--- src/rtl/multdiv_pkg.sv ---
// Shared constants and state encoding for the iterative multiply/divide unit.
package multdiv_pkg;
    localparam int WIDTH = 32;
    localparam int ITER = 32;
    localparam int CNT_W = $clog2(ITER);
    localparam logic [WIDTH-1:0] INT_MIN = 32'h8000_0000;

    typedef enum logic [1:0] {
        IDLE,
        MUL,
        DIV,
        DONE
    } state_t;
endpackage

--- src/rtl/multdiv_booth_step.sv ---
// One radix-2 Booth iteration over the {acc, q, q-1} register.
module booth_step
    import multdiv_pkg::*;
(
    input  logic [2*WIDTH:0] cur,
    input  logic [WIDTH-1:0] m,
    output logic [2*WIDTH:0] nxt
);
    logic [WIDTH:0] acc_ext;
    logic [WIDTH:0] m_ext;
    logic [WIDTH:0] sum;

    // One guard bit keeps the true sign when m is INT_MIN.
    always_comb begin
        acc_ext = {cur[2*WIDTH], cur[2*WIDTH:WIDTH+1]};
        m_ext = {m[WIDTH-1], m};
        unique case (cur[1:0])
            2'b01: sum = acc_ext + m_ext;
            2'b10: sum = acc_ext - m_ext;
            default: sum = acc_ext;
        endcase
        nxt = {sum, cur[WIDTH:1]};
    end
endmodule

--- src/rtl/multdiv.sv ---
// Iterative signed 32-bit multiply (Booth) / divide (restoring) unit.
module multdiv
    import multdiv_pkg::*;
(
    input  logic             clock,
    input  logic             reset,
    input  logic [WIDTH-1:0] data_operandA,
    input  logic [WIDTH-1:0] data_operandB,
    input  logic             ctrl_MULT,
    input  logic             ctrl_DIV,
    output logic [WIDTH-1:0] data_result,
    output logic             data_exception,
    output logic             data_resultRDY,
    output logic             busy
);
    state_t state;
    state_t nstate;
    logic [CNT_W-1:0] cnt;
    logic [WIDTH-1:0] acc;
    logic [WIDTH-1:0] q;
    logic q1;
    logic [WIDTH-1:0] m;
    logic is_div;
    logic neg;
    logic ovf;

    logic start;
    logic last;
    logic [2*WIDTH:0] booth_nxt;
    logic [WIDTH:0] shifted;
    logic [WIDTH:0] diff;
    logic [WIDTH-1:0] acc_d;
    logic [WIDTH-1:0] q_d;
    logic [WIDTH-1:0] a_mag;
    logic [WIDTH-1:0] b_mag;
    logic [WIDTH:0] prod_hi;
    logic [WIDTH-1:0] fin_result;
    logic fin_exc;

    assign start = ctrl_MULT | ctrl_DIV;
    assign last = (cnt == CNT_W'(ITER - 1));
    assign busy = (state != IDLE);

    booth_step u_booth (
        .cur(({acc, q, q1})),
        .m  (m),
        .nxt(booth_nxt)
    );

    always_ff @(posedge clock) begin
        if (reset) state <= IDLE;
        else state <= nstate;
    end

    always_comb begin
        nstate = state;
        if (start) begin
            nstate = ctrl_MULT ? MUL : DIV;
        end else begin
            unique case (state)
                IDLE: nstate = IDLE;
                MUL, DIV: nstate = last ? DONE : state;
                DONE: nstate = IDLE;
                default: nstate = IDLE;
            endcase
        end
    end

    // Restoring step on magnitudes: remainder in acc, quotient shifts into q.
    always_comb begin
        a_mag = data_operandA[WIDTH-1] ? -data_operandA : data_operandA;
        b_mag = data_operandB[WIDTH-1] ? -data_operandB : data_operandB;
        shifted = {acc, q[WIDTH-1]};
        diff = shifted - {1'b0, m};
        if (!diff[WIDTH]) begin
            acc_d = diff[WIDTH-1:0];
            q_d = {q[WIDTH-2:0], 1'b1};
        end else begin
            acc_d = shifted[WIDTH-1:0];
            q_d = {q[WIDTH-2:0], 1'b0};
        end
    end

    always_comb begin
        prod_hi = {acc, q[WIDTH-1]};
        fin_result = q;
        fin_exc = !((&prod_hi) || (~|prod_hi));
        if (is_div) begin
            if (m == '0) begin
                fin_result = '0;
                fin_exc = 1'b1;
            end else if (ovf) begin
                fin_result = INT_MIN;
                fin_exc = 1'b1;
            end else begin
                fin_result = neg ? -q : q;
                fin_exc = 1'b0;
            end
        end
    end

    always_ff @(posedge clock) begin
        if (reset) begin
            data_result <= '0;
            data_exception <= 1'b0;
            data_resultRDY <= 1'b0;
            cnt <= '0;
            acc <= '0;
            q <= '0;
            q1 <= 1'b0;
            m <= '0;
            is_div <= 1'b0;
            neg <= 1'b0;
            ovf <= 1'b0;
        end else begin
            data_resultRDY <= (state == DONE);
            if (state == DONE) begin
                data_result <= fin_result;
                data_exception <= fin_exc;
            end
            if (start) begin
                cnt <= '0;
                acc <= '0;
                q1 <= 1'b0;
                is_div <= !ctrl_MULT;
                if (ctrl_MULT) begin
                    q <= data_operandB;
                    m <= data_operandA;
                end else begin
                    q <= a_mag;
                    m <= b_mag;
                    neg <= data_operandA[WIDTH-1] ^ data_operandB[WIDTH-1];
                    ovf <= (data_operandA == INT_MIN) && (&data_operandB);
                end
            end else if (state == MUL) begin
                {acc, q, q1} <= booth_nxt;
                cnt <= cnt + 1'b1;
            end else if (state == DIV) begin
                acc <= acc_d;
                q <= q_d;
                cnt <= cnt + 1'b1;
            end
        end
    end
endmodule
--- config.mk ---
export PLATFORM = sky130hd
export DESIGN_NAME = multdiv
export DESIGN_NICKNAME = d
export VERILOG_FILES = /design/src/rtl/multdiv_pkg.sv /design/src/rtl/multdiv_booth_step.sv /design/src/rtl/multdiv.sv
export SDC_FILE = /design/constraint.sdc
export NUM_CORES = 1
export LEC_CHECK = 0
export ABC_AREA = 0
export BUFFER_PORTS_ARGS = -buffer_cell sky130_fd_sc_hd__buf_2
export CORE_MARGIN = 2
export CORE_UTILIZATION = 40
export CTS_CLUSTER_DIAMETER = 60
export DETAILED_ROUTE_END_ITERATION = 6
export SYNTH_ARGS = -nofsm -noshare
export SYNTH_HDL_FRONTEND = slang
export SYNTH_SLANG_ARGS = --single-unit
--- constraint.sdc ---
create_clock -name clock -period 4.1 [get_ports clock]
set_input_delay 0.41 -clock clock [delete_from_list [all_inputs] [get_ports clock]]
set_output_delay 0.41 -clock clock [all_outputs]
set_load 0.03 [all_outputs]
# Word-level counts from Yosys, hierarchy flattened
# Cells that the tools add are included.
dict set report totals {
  ff_bits 141
  input_bits 68
  out_inout_bits 35
  word_cells 75
}
dict set report op_classes {
  add_sub_neg 7
  n_eq_ne 9
  n_mux 25
  bitwise 3
  n_reduce_logical 18
}
# cell n
set op_table {}
lappend op_table {{$mux W32} 14}
lappend op_table {{$neg A32 Y32} 3}
lappend op_table {{$pmux W33 S2} 1}
lappend op_table {{$add A32 B32 Y33} 1}
lappend op_table {{$reduce_and A33 Y1} 1}
lappend op_table {{$reduce_or A33 Y1} 1}
lappend op_table {{$sub A32 B32 Y33} 1}
lappend op_table {{$sub A33 B32 Y33} 1}
lappend op_table {{$eq A32 B32 Y1 const B} 1}
lappend op_table {{$logic_not A32 Y1} 1}
lappend op_table {{$reduce_and A32 Y1} 1}
lappend op_table {{$mux W5} 2}
lappend op_table {{$eq A2 B2 Y1 const B} 3}
lappend op_table {{$mux W2} 3}
lappend op_table {{$reduce_or A2 Y1} 3}
lappend op_table {{$add A5 B1 Y5 const B} 1}
lappend op_table {{$eq A5 B5 Y1 const B} 1}
lappend op_table {{$eq A2 B1 Y1 const B} 2}
lappend op_table {{$mux W1} 4}
lappend op_table {{$pmux W2 S2} 1}
lappend op_table {{$reduce_and A2 Y1} 2}
lappend op_table {{$reduce_bool A2 Y1} 2}
lappend op_table {{$logic_not A1 Y1} 3}
lappend op_table {{$ne A3 B1 Y1 const B} 1}
lappend op_table {{other kinds (8)} 8}

# Logic depth before layout (Yosys ltp)
dict set report depth {
  ltp_word 5
  mapped_depth 20
  ltp_nobuf 18
}

# Modules after synthesis
# Synthesis repeated with hierarchy kept, for this count alone.
dict set report unflattened {
  cells_unflattened 1943
  hier_area_um2 14103.5
}
# module n_inst cells_each area_each_um2 seq_area_each_um2
set modules_own_cells {}
lappend modules_own_cells {multdiv 1 1491 11064.4 2822.7}
lappend modules_own_cells {booth_step 1 452 3039.2 0.0}

# Worst setup path after synthesis
# No wires, ideal clock.
dict set report synth_timing {
  kind {register -> register}
  from {register m[2]}
  to {register acc[29]}
  arrival_ps 3902
  required_ps 3983
  setup_slack_ps 81
  path_stages_with_launch 17
  path_buffers 1
  path_cell_list {dfxtp_1 -> or3_1 -> nor4_1 -> and3_1 -> a21oi_1 -> xnor2_1 -> ha_1 -> clkbuf_1 -> a211oi_1 -> o211ai_1 -> a221o_1 -> a311o_1 -> a21oi_1 -> a21boi_0 -> mux2i_1 -> o311a_1 -> a22o_1}
}
dict set report synth_via {
  elab_chain_cells 4
  elab_cells_between_ends 7
  cone_classes {add/sub: 3; mux: 4}
}
# item line_no
set synth_rtl {}
lappend synth_rtl {{start, declared} multdiv.sv:22} ;# logic [WIDTH-1:0] m;
lappend synth_rtl {{start signal, assigned} multdiv.sv:128} ;# m <= data_operandA;
lappend synth_rtl {{start signal, assigned} multdiv.sv:131} ;# m <= b_mag;
lappend synth_rtl {{$sub A33 B32 Y33} multdiv.sv:74} ;# diff = shifted - {1'b0, m};
lappend synth_rtl {{$mux W32} multdiv.sv:75} ;# if (!diff[WIDTH]) begin
lappend synth_rtl {{$mux W32} multdiv.sv:138} ;# end else if (state == DIV) begin
lappend synth_rtl {{$mux W32 *} multdiv.sv:135} ;# end else if (state == MUL) begin
lappend synth_rtl {{end signal, assigned} multdiv.sv:136} ;# {acc, q, q1} <= booth_nxt;
lappend synth_rtl {{end, declared} multdiv.sv:19} ;# logic [WIDTH-1:0] acc;
# Every way passes the cells marked *; elsewhere a longest branch is shown, timed or not. The select of a mux whose other input is x is not followed.
# A chain may end at the register's enable or synchronous reset.

# Worst setup path after layout
dict set report layout_timing {
  from {register m[7]}
  to {register acc[29]}
}
# The elaborated chain is that of the path after synthesis.

==> impl_metrics.yaml <==
placement:
  numPortBuffers: 102
  dp_hpwl_mm: 39.7
  place.gp.congestion: 0.970
die:
  core.rowCount: 67
  ios: 103
  fp.dieH_um: 189
  dieArea_mm2: 0.0355
  die_w_um: 189
  coreArea_mm2: 0.0335
  start_util_pct: 40.6
critical_path:
  critPathMaxFanout: 3
  worst_ep_arrival_time_ns: 4.45
  crit_type: "register to register"
  startpoint_type: "register"
  end_kind: "register"
  required_ns: 4.44
clock_network:
  root_buffer: "clkbuf_16"
  numCtsBuffers: 17
  clk_latency_ns: 0.44
  htreeDepth: 4
  path_clk_slew_ns: 0.08
  cts_tree: "yes"
  clock_sinks: 141
  clk_path_buf_depth: 2
cells_and_area:
  fin_nets: 2157
  layout_commonest_cell: "nor2_1"
  multi_input_area_mm2: 0.0102
  fillerInstances: 3496
  syn2layout_area_growth_pct: 17.9
  regArea_mm2: 0.00282
  drive_gt1_share_pct: 16.5
  layout_common_cells: "nor2_1 (203), a21oi_1 (192), dfxtp_1 (140), buf_4 (132), a211oi_1 (125)"
logic_synthesis:
  avgSynthCellArea_um2: 7.23
  ys_types: 74
  synth_largest_area_cell: "dfxtp_1"
  synth_top_area_share_pct: 20.7
  postSynth.asyncResetShare_pct: 0
  netlist_area_mm2: 0.0136
  ys_seq_area_share_pct: 20.7
  ys.warnings.count: 0
  synth_area_leaders: "dfxtp_1 (21%), a21oi_1 (7.3%), ha_1 (7.1%)"
  synth_edf_count: 0
  yosys_register_bits: 141
  syn_inst: 1885
  synthesis.nets: 2032
  synth_flop_cell: "dfxtp_1"
sta:
  finalHoldViolations: 0
  fin_hold_ws_ns: 0.272
  clock_skew_ns: 0.0179
  worst_pin_slew_ns: 1.21
  tns_ns: -0.0389
  min_period_ns: 4.11
  finalSetupViolCount: 4
  fin_crit_sh_pct: 100
  fmax_mhz: 243
  relSlewSlack_pct: 19.0
  rsz0062_at_grt: "yes"
  finalMaxSlewViolations: 0
  fin_ws_ns: -0.0142
route:
  drtAntennaViolNets: 0
  drc: 0
  drtPass1Iterations: 7
  viasPerCell: 6.07
  wirelength_mm: 51.9
  wl_per_cell_um: 21.0
  vias: 15000
  drt_iter0_drc: 1263
power:
  leakagePower_nw: 6.50
  powerDensity_mw_per_mm2: 299
  ir_drop_uv: 270
run_status:
  outcome: "complete, but fails checks"
  violations: "setup timing"
global_routing:
  grt_max_degree: 97
  grt.total_usage_pct: 28.5
  grt-ovfl-total: 0
  antenna_found_initial: 2
  first_global_vias: 14100
  grt_pass1_wl_mm: 80.0
hold_path:
  hp-class: "primary input to register"
flow_run:
  cap_violations: 0
[per-stage QoR]
step           power, mW  cell area, µm²  std cells  setup WS (ns)  utilization (%)
2_1_floorplan       2.55           13600       1885         0.0813                -
3_3_place_gp        3.12           15200       2434         -0.149             45.3
3_5_place_dp        3.13           15200       2434         -0.175             45.3
4_1_cts             4.74           15800       2466         0.0160             47.2
5_1_grt             5.02           16100       2472         -0.307             47.9
6_report            4.79           16100       2473        -0.0142             47.9
[metal layers]
metal / up-vias / wire length (µm) / global-route usage (%)
met4: 0 / 1990 / 11.0
met5: - / 0 / 0
met3: 135 / 3810 / 4.49
met2: 646 / 24000 / 47.1
met1: 7007 / 22100 / 37.2
li1: 7214 / - / -
[power breakdown]
part	internal [mW]	leakage [nW]	switching (mW)
combinational	0.653	5.04	1.01
sequential	1.43	1.15	0.0878
clock	0.834	0.300	0.780
[synthesized netlist by cell type (all sizes together), types with 64 or more instances]
cell type and number:
a211oi 126, a21oi 201, clkbuf 115, dfxtp 141, ha 77, inv 76
nand2 120, nor2 203, nor2b 64, o21ai 102, xnor2 79, xor2 86
[state kept, by name (all words and copies together) (netlist names)]
| name | count |
|---|---|
| cnt | 5 |
| is_div | 1 |
| acc | 32 |
| m | 32 |
| ovf | 1 |
| data_resultRDY | 1 |
| neg | 1 |
| q | 32 |
| data_exception | 1 |
| q1 | 1 |
| state | 2 |
| data_result | 32 |
[kinds of logic (layout without fill, tap and decap cells)]
family / after synthesis / after routing / share of synthesized area (%)
AO/OA/AOI/OAI: 650 / 650 / 31.2
AND/OR/NAND/NOR: 625 / 625 / 22.9
buffers and inverters: 205 / 343 / 5.70
XOR/XNOR: 165 / 165 / 10.6
flip-flops: 141 / 141 / 20.7
adder cells (fa/ha/maj): 79 / 79 / 7.37
multiplexers: 20 / 20 / 1.49
other: 0 / 2 / 0
[layout make-up]
type                            count  share of cell area, %
Multi-Input combinational cell   1539                   63.8
Sequential cell                   141                   17.6
Timing Repair Buffer              233                   9.45
Tap cell                          448                   3.49
Clock buffer                       17                   2.65
Inverter                           78                   1.82
Clock inverter                     15                   1.15
Antenna cell                        2                 0.0312
[path summary, 6_finish.rpt]
kind / start / to / slack [ns] / cells past startpoint
max: m[7] / acc[29] / -0.01 / 17
min: data_operandA[28] / m[28] / 0.27 / 3
max reg2reg: m[7] / acc[29] / -0.01 / 17
min reg2reg: data_result[31] / data_result[31] / 0.48 / 2
[worst max-delay path: stages, from the launching register on]
cell and delay [ns]:
dfxtp_2 0.32, or4_4 0.55, nor4_4 0.32, and3_4 0.29, buf_6 0.11, a21oi_2 0.04
xnor2_1 0.13, ha_1 0.34, a211oi_2 0.29, o211ai_1 0.13, a221o_1 0.36, a311o_1 0.32
a21oi_2 0.14, buf_4 0.15, a21boi_1 0.07, mux2i_1 0.15, o311a_1 0.12, a22o_1 0.17
[repair_timing]
| item | in CTS | in global routing |
|---|---|---|
| endpoints found under the hold margin | 0 | 0 |
| pin swaps | 0 | 34 |
| hold buffers | 0 | 0 |
| gates resized for setup | 7 | 45 |
| setup endpoints to repair | 7 | 13 |
| buffers inserted | 0 | 5 |
(Power assumes the default switching activity.)
